**src/rtl/axi_wr_sched.sv**
```systemverilog
// AXI write-path scheduler: round-robin AW arbitration with grant lock,
// in-order W forwarding through a grant-order FIFO, B routing by index,
// and a cap on outstanding write transactions. Handshakes/selects only.
module axi_wr_sched #(
    parameter int NUM_REQ         = 4,
    parameter int MAX_OUTSTANDING = 8,
    parameter int IDX_W           = $clog2(NUM_REQ),
    parameter int CNT_W           = $clog2(MAX_OUTSTANDING + 1)
) (
    input  logic               clk_i,
    input  logic               rst_i,
    input  logic [NUM_REQ-1:0] req_aw_valid_i,
    output logic [NUM_REQ-1:0] req_aw_ready_o,
    output logic               mst_aw_valid_o,
    input  logic               mst_aw_ready_i,
    output logic [IDX_W-1:0]   aw_sel_o,
    input  logic [NUM_REQ-1:0] req_w_valid_i,
    output logic [NUM_REQ-1:0] req_w_ready_o,
    output logic               mst_w_valid_o,
    input  logic               mst_w_ready_i,
    input  logic               mst_w_last_i,
    output logic [IDX_W-1:0]   w_sel_o,
    input  logic               mst_b_valid_i,
    output logic               mst_b_ready_o,
    input  logic [IDX_W-1:0]   b_sel_i,
    output logic [NUM_REQ-1:0] req_b_valid_o,
    input  logic [NUM_REQ-1:0] req_b_ready_i
);

    localparam int PTR_W = (MAX_OUTSTANDING > 1) ? $clog2(MAX_OUTSTANDING) : 1;

    logic [IDX_W-1:0] rr_q, lock_idx_q;
    logic             lock_q;
    logic [CNT_W-1:0] cnt_q;
    logic [IDX_W-1:0] fifo_mem [MAX_OUTSTANDING];
    logic [PTR_W-1:0] wr_ptr_q, rd_ptr_q;
    logic [CNT_W-1:0] occ_q;

    logic [IDX_W-1:0] winner, win_hi, win_lo, head;
    logic             found, found_hi, found_lo;
    logic             cap_hit, fifo_empty;
    logic             aw_hs, w_pop, b_hs;

    // Round-robin pick: lowest valid at/after rr_q, else wrap to lowest valid; lock overrides
    always_comb begin
        win_hi   = '0;
        win_lo   = '0;
        found_hi = 1'b0;
        found_lo = 1'b0;
        for (int i = NUM_REQ - 1; i >= 0; i--) begin
            if (req_aw_valid_i[i]) begin
                win_lo   = IDX_W'(i);
                found_lo = 1'b1;
                if (i >= int'(rr_q)) begin
                    win_hi   = IDX_W'(i);
                    found_hi = 1'b1;
                end
            end
        end
        if (lock_q) begin
            winner = lock_idx_q;
            found  = 1'b1;
        end else begin
            winner = found_hi ? win_hi : win_lo;
            found  = found_lo;
        end
    end

    // AW handshake steering, gated while the outstanding cap is reached
    always_comb begin
        cap_hit        = (cnt_q == CNT_W'(MAX_OUTSTANDING));
        mst_aw_valid_o = found && !cap_hit;
        aw_sel_o       = winner;
        aw_hs          = mst_aw_valid_o && mst_aw_ready_i;
        req_aw_ready_o = '0;
        for (int i = 0; i < NUM_REQ; i++)
            req_aw_ready_o[i] = aw_hs && (winner == IDX_W'(i));
    end

    // W steering from the head of the grant-order FIFO; no bypass
    always_comb begin
        fifo_empty    = (occ_q == '0);
        head          = fifo_mem[rd_ptr_q];
        w_sel_o       = fifo_empty ? '0 : head;
        mst_w_valid_o = 1'b0;
        req_w_ready_o = '0;
        for (int i = 0; i < NUM_REQ; i++) begin
            if (!fifo_empty && head == IDX_W'(i)) begin
                mst_w_valid_o    = req_w_valid_i[i];
                req_w_ready_o[i] = mst_w_ready_i;
            end
        end
        w_pop = mst_w_valid_o && mst_w_ready_i && mst_w_last_i;
    end

    // B routing; an out-of-range index is accepted and dropped
    always_comb begin
        mst_b_ready_o = 1'b1;
        req_b_valid_o = '0;
        for (int i = 0; i < NUM_REQ; i++) begin
            if (b_sel_i == IDX_W'(i)) begin
                req_b_valid_o[i] = mst_b_valid_i;
                mst_b_ready_o    = req_b_ready_i[i];
            end
        end
        b_hs = mst_b_valid_i && mst_b_ready_o;
    end

    // Round-robin pointer and grant lock
    always_ff @(posedge clk_i or posedge rst_i) begin
        if (rst_i) begin
            rr_q       <= '0;
            lock_q     <= 1'b0;
            lock_idx_q <= '0;
        end else if (aw_hs) begin
            rr_q   <= (winner == IDX_W'(NUM_REQ - 1)) ? '0 : winner + 1'b1;
            lock_q <= 1'b0;
        end else if (mst_aw_valid_o) begin
            lock_q     <= 1'b1;
            lock_idx_q <= winner;
        end
    end

    // Outstanding counter; B on zero saturates
    always_ff @(posedge clk_i or posedge rst_i) begin
        if (rst_i)
            cnt_q <= '0;
        else if (aw_hs && !b_hs)
            cnt_q <= cnt_q + 1'b1;
        else if (b_hs && !aw_hs && cnt_q != '0)
            cnt_q <= cnt_q - 1'b1;
    end

    // Grant-order FIFO pointers and occupancy
    always_ff @(posedge clk_i or posedge rst_i) begin
        if (rst_i) begin
            wr_ptr_q <= '0;
            rd_ptr_q <= '0;
            occ_q    <= '0;
        end else begin
            if (aw_hs)
                wr_ptr_q <= (wr_ptr_q == PTR_W'(MAX_OUTSTANDING - 1)) ? '0 : wr_ptr_q + 1'b1;
            if (w_pop)
                rd_ptr_q <= (rd_ptr_q == PTR_W'(MAX_OUTSTANDING - 1)) ? '0 : rd_ptr_q + 1'b1;
            if (aw_hs && !w_pop)
                occ_q <= occ_q + 1'b1;
            else if (w_pop && !aw_hs)
                occ_q <= occ_q - 1'b1;
        end
    end

    // FIFO storage; contents are meaningless while empty so no reset
    always_ff @(posedge clk_i) begin
        if (aw_hs)
            fifo_mem[wr_ptr_q] <= winner;
    end

endmodule
```
**config.mk**
```make
export PLATFORM = sky130hd
export DESIGN_NAME = axi_wr_sched
export DESIGN_NICKNAME = d
export VERILOG_FILES = /design/src/rtl/axi_wr_sched.sv
export SDC_FILE = /design/constraint.sdc
export NUM_CORES = 1
export LEC_CHECK = 0
export CORE_ASPECT_RATIO = 0.9
export CORE_MARGIN = 3
export CORE_UTILIZATION = 50
export CTS_BUF_LIST = sky130_fd_sc_hd__clkbuf_16
export DETAILED_ROUTE_END_ITERATION = 7
export GPL_TIMING_DRIVEN = 0
export HOLD_SLACK_MARGIN = 0.08
export PLACE_DENSITY = 0.81
export SLEW_MARGIN = 0
export SYNTH_ARGS = -nofsm -noshare
export SYNTH_HDL_FRONTEND = slang
export SYNTH_SLANG_ARGS = --single-unit
```
**constraint.sdc**
```tcl
create_clock -name clk_i -period 8.1 [get_ports clk_i]
set_input_delay 0.81 -clock clk_i [delete_from_list [all_inputs] [get_ports clk_i]]
set_output_delay 0.81 -clock clk_i [all_outputs]
set_load 0.005 [all_outputs]
```
==> results.env <==
FINAL_MAX_SLEW_VIOLATION_COUNT=0
DRV.MAX_CAP_VIOLATION_COUNT=0
SYNTH_TOP_AREA_CELL='edfxtp_1'
SYNTH-EDFF-COUNT=16
CTSHTREEMAXLEVEL=2
LAYOUT-AREA-OVERHEAD-VS-SYNTH_PCT=29.7
TIMING.CRITICAL_PATH.FROM_TYPE='input port'
SYNTH.NET_COUNT=206
FLOORPLAN.INITIALDENSITY=0.533
POST-ROUTE-DRC-COUNT=0
NUM_IO_PINS=39
SYNTH_ASYNC_SR_FLOP_SHARE=0.543
OVERALL_DIE_AREA_UM2=4900
PATH_CELLS='clkdlybuf4s50_1 > a21oi_1 > o21a_1 > o22ai_1 > o21ai_1 > inv_1 > ha_1 > and2_1 > clkdlybuf4s50_1'
YOSYSMOSTFREQUENTCELL='dfrtp_1'
TIMING.FINAL.SETUP_VIOLATIONS=0
CP_MAX_FO=13
CRIT_PATH_TOP_DELAY_CELL='o21ai_1'
CTS.SINK_COUNT=35
PERIOD_MINUS_SLACK_NS=4.23
NUMCTSBUFFERS=5
LEAKAGE_nW=1.10
WORST_SETUP_HOLD_PATH_CLK_SLEW_NS=0.05
VIAS=1483
WORST_EP_ARRIVAL_TIME_NS=3.42
NETLIST-CELL-TYPE-COUNT=46
CRITICAL-PATH-MAX-STAGE-DELAY_NS=0.76
GR-USAGE-ALL-LAYERS=0.194
YOSYSWARNINGS=0
DIODES=0
MAPPEDNETLISTAREA_UM2=2050
FINAL_NET_COUNT=251
INSERTION_DELAY_NS=0.28
SETUP_REPAIR_AFTER_GLOBAL_ROUTING_MISSED_ITS_MARGIN='no'
LAYOUT-DRIVE-GT1-SHARE=0.120
CORE_UM2=3840
POST_SYNTH_INST_COUNT=171
ANTENNA_FOUND_INITIAL=0
CP.REQUIRED_NS=7.29
CLOCK_TREE_FROM_TRITONCTS='done'
SYNTH-SEQ-CELLS=35
FINALCRITPERIODSHARE=0.523
MAX_SLEW.WORST_PIN.SLEW_NS=0.963
YOSYSSEQAREASHARE=0.467
WORST_PATH_MOST_REPEATED_CELL='clkdlybuf4s50_1'
LARGEST_NET_DEGREE_AT_THE_START_OF_GLOBAL_ROUTING=20
FMAXACHIEVABLE_GHz=0.236
DRT-TOTAL-WL_UM=4180
WIRE_LENGTH_OF_THE_FIRST_GLOBAL_ROUTING_PASS_UM=7250
YS.FLOP_TYPE='dfrtp_1'
IO_BUFFERS=38
FINAL-HOLD-VIOLATION-COUNT=0
YOSYS-TOP-CELLS-COUNT='dfrtp_1, nand2_1, edfxtp_1, nor2_1, ha_1'
CELLPOWERDENSITY_nW_PER_UM2=373
FIN_SETUP_TNS_NS=0
DIE-HEIGHT_UM=66.7
IRDROPWORSTVDD_V=0.000226
POSTCTSHOLDBUFS=0
SYN_AVG_CELL_AREA_UM2=12.0
FIRST_GLOBAL_VIAS=1565
TIMING.HOLD.WS_NS=0.490
GLOBALPLACE.CONGESTION=0.788
WORST_SETUP_PATH_END_KIND='output pin'
POSTCTSSETUPREPAIRBUFS=0
RELSLEWSLACK=0.354
ROUTED_VIA_DENSITY=5.64
PATH_CLASS='input port to output pin'
FIN_WORST_SKEW_NS=0.00647
CTSROOTBUFFERMASTER='clkbuf_16'
ANT_NETS=0
AREA_SHARE_OF_THE_LEADING_CELL_TYPE_IN_THE_SYNTHESIZED_NETLIST=0.235
FP.DIEW_UM=73.4
CELL_ROW_COUNT=21
DR.PASS1.ITERS=4
GRT_REMAINING_OVERFLOW=0
STDCELL_COUNT=263
PLACEDCELLCOUNT=255
TOTAL_POWER_mW=0.989
HPWLAFTERDP_UM=2990
WL_PER_CELL_UM=15.9
CLOCK_TREE.BUFFER_DEPTH=2
STATUS='completed'
SYNTH.AREA.TOP_CELLS='edfxtp_1, dfrtp_1, ha_1'
MIN_PATH_TYPE='register to register'
DRT-INITIAL-DRC-COUNT=58
CTS-RESIZED-GATES=0
per-layer routing:
layer / global-route usage / routed length (um) / vias to the layer above
li1: - / - / 724
met1: 0.240 / 1830 / 719
met2: 0.334 / 2130 / 35
met3: 0.0422 / 177 / 5
met4: 0.0679 / 36 / 0
met5: 0 / 0 / -
final timing paths:
check	from	to	slack, ns	cells past startpoint
min in group asynchronous	rst_i	occ_q[1]	0.98	2
worst max-delay path	req_aw_valid_i[0]	req_aw_ready_o[1]	3.87	9
worst min register to register	occ_q[3]	occ_q[3]	0.49	1
worst max register to register	rd_ptr_q[0]	occ_q[3]	4.82	13
worst min-delay path	occ_q[3]	occ_q[3]	0.49	1
max in group asynchronous	rst_i	lock_idx_q[1]	6.62	2
layout make-up:
class,count,area (um2)
Buffer,2,15.0
Fill cell,268,1180
Clock inverter,3,43.8
Clock buffer,5,125
Inverter,8,30.0
Multi-Input combinational cell,126,1040
Tap cell,46,57.6
Sequential cell,35,956
Timing Repair Buffer,38,380
state kept, by name, summed over array words and instances, names as in the netlist:
name and count:
fifo_mem 16, cnt_q 4, occ_q 4, rd_ptr_q 3, wr_ptr_q 3, lock_idx_q 2
rr_q 2, lock_q 1
power breakdown:
group          leakage [nW]  internal, mW  switching, mW
registers             0.375         0.261         0.0676
logic                 0.639         0.244          0.201
clock network        0.0838         0.145         0.0716
per-stage QoR:
stage	area (um2)	utilization	worst slack, ns
after global placement	2480	0.647	3.73
final	2650	0.691	3.87
after floorplan	2050	-	4.98
after global routing	2650	0.691	3.73
after detailed placement	2480	0.647	3.48
after CTS	2650	0.691	3.42
cells in the final DEF, fill, tap and decap left out, drive strengths merged, types with 2 or more instances in the layout:
cell type / count
nand3: 2
clkbuf: 6
a21o: 4
fa: 2
mux4: 5
nor3: 4
nor3b: 3
xnor2: 3
a21oi: 4
clkdlybuf4s50: 38
o21ai: 8
nand2: 17
a221oi: 2
nor2b: 2
mux2i: 5
nor2: 16
xor2: 3
dfrtp: 19
clkinv: 2
inv: 8
mux2: 9
nor4: 2
and2: 5
edfxtp: 16
or4: 2
ha: 13
nor4b: 2
cells by family after synthesis:
logic type	after synthesis	share of synthesized area
AO/OA/AOI/OAI	24	0.0783
XOR/XNOR	6	0.0257
adder cells (fa/ha/maj)	15	0.0991
buffers and inverters	10	0.0220
flip-flops	35	0.467
multiplexers	19	0.144
AND/OR/NAND/NOR	62	0.163
critical path, delay by kind of cell:
kind / cells / cell delay [ns]
buf+inv: 3 / 1.08
simple gates: 1 / 0.13
compound gates: 4 / 1.16
fa+ha+maj: 1 / 0.24
Note: power is estimated with default switching activity, not from simulation.
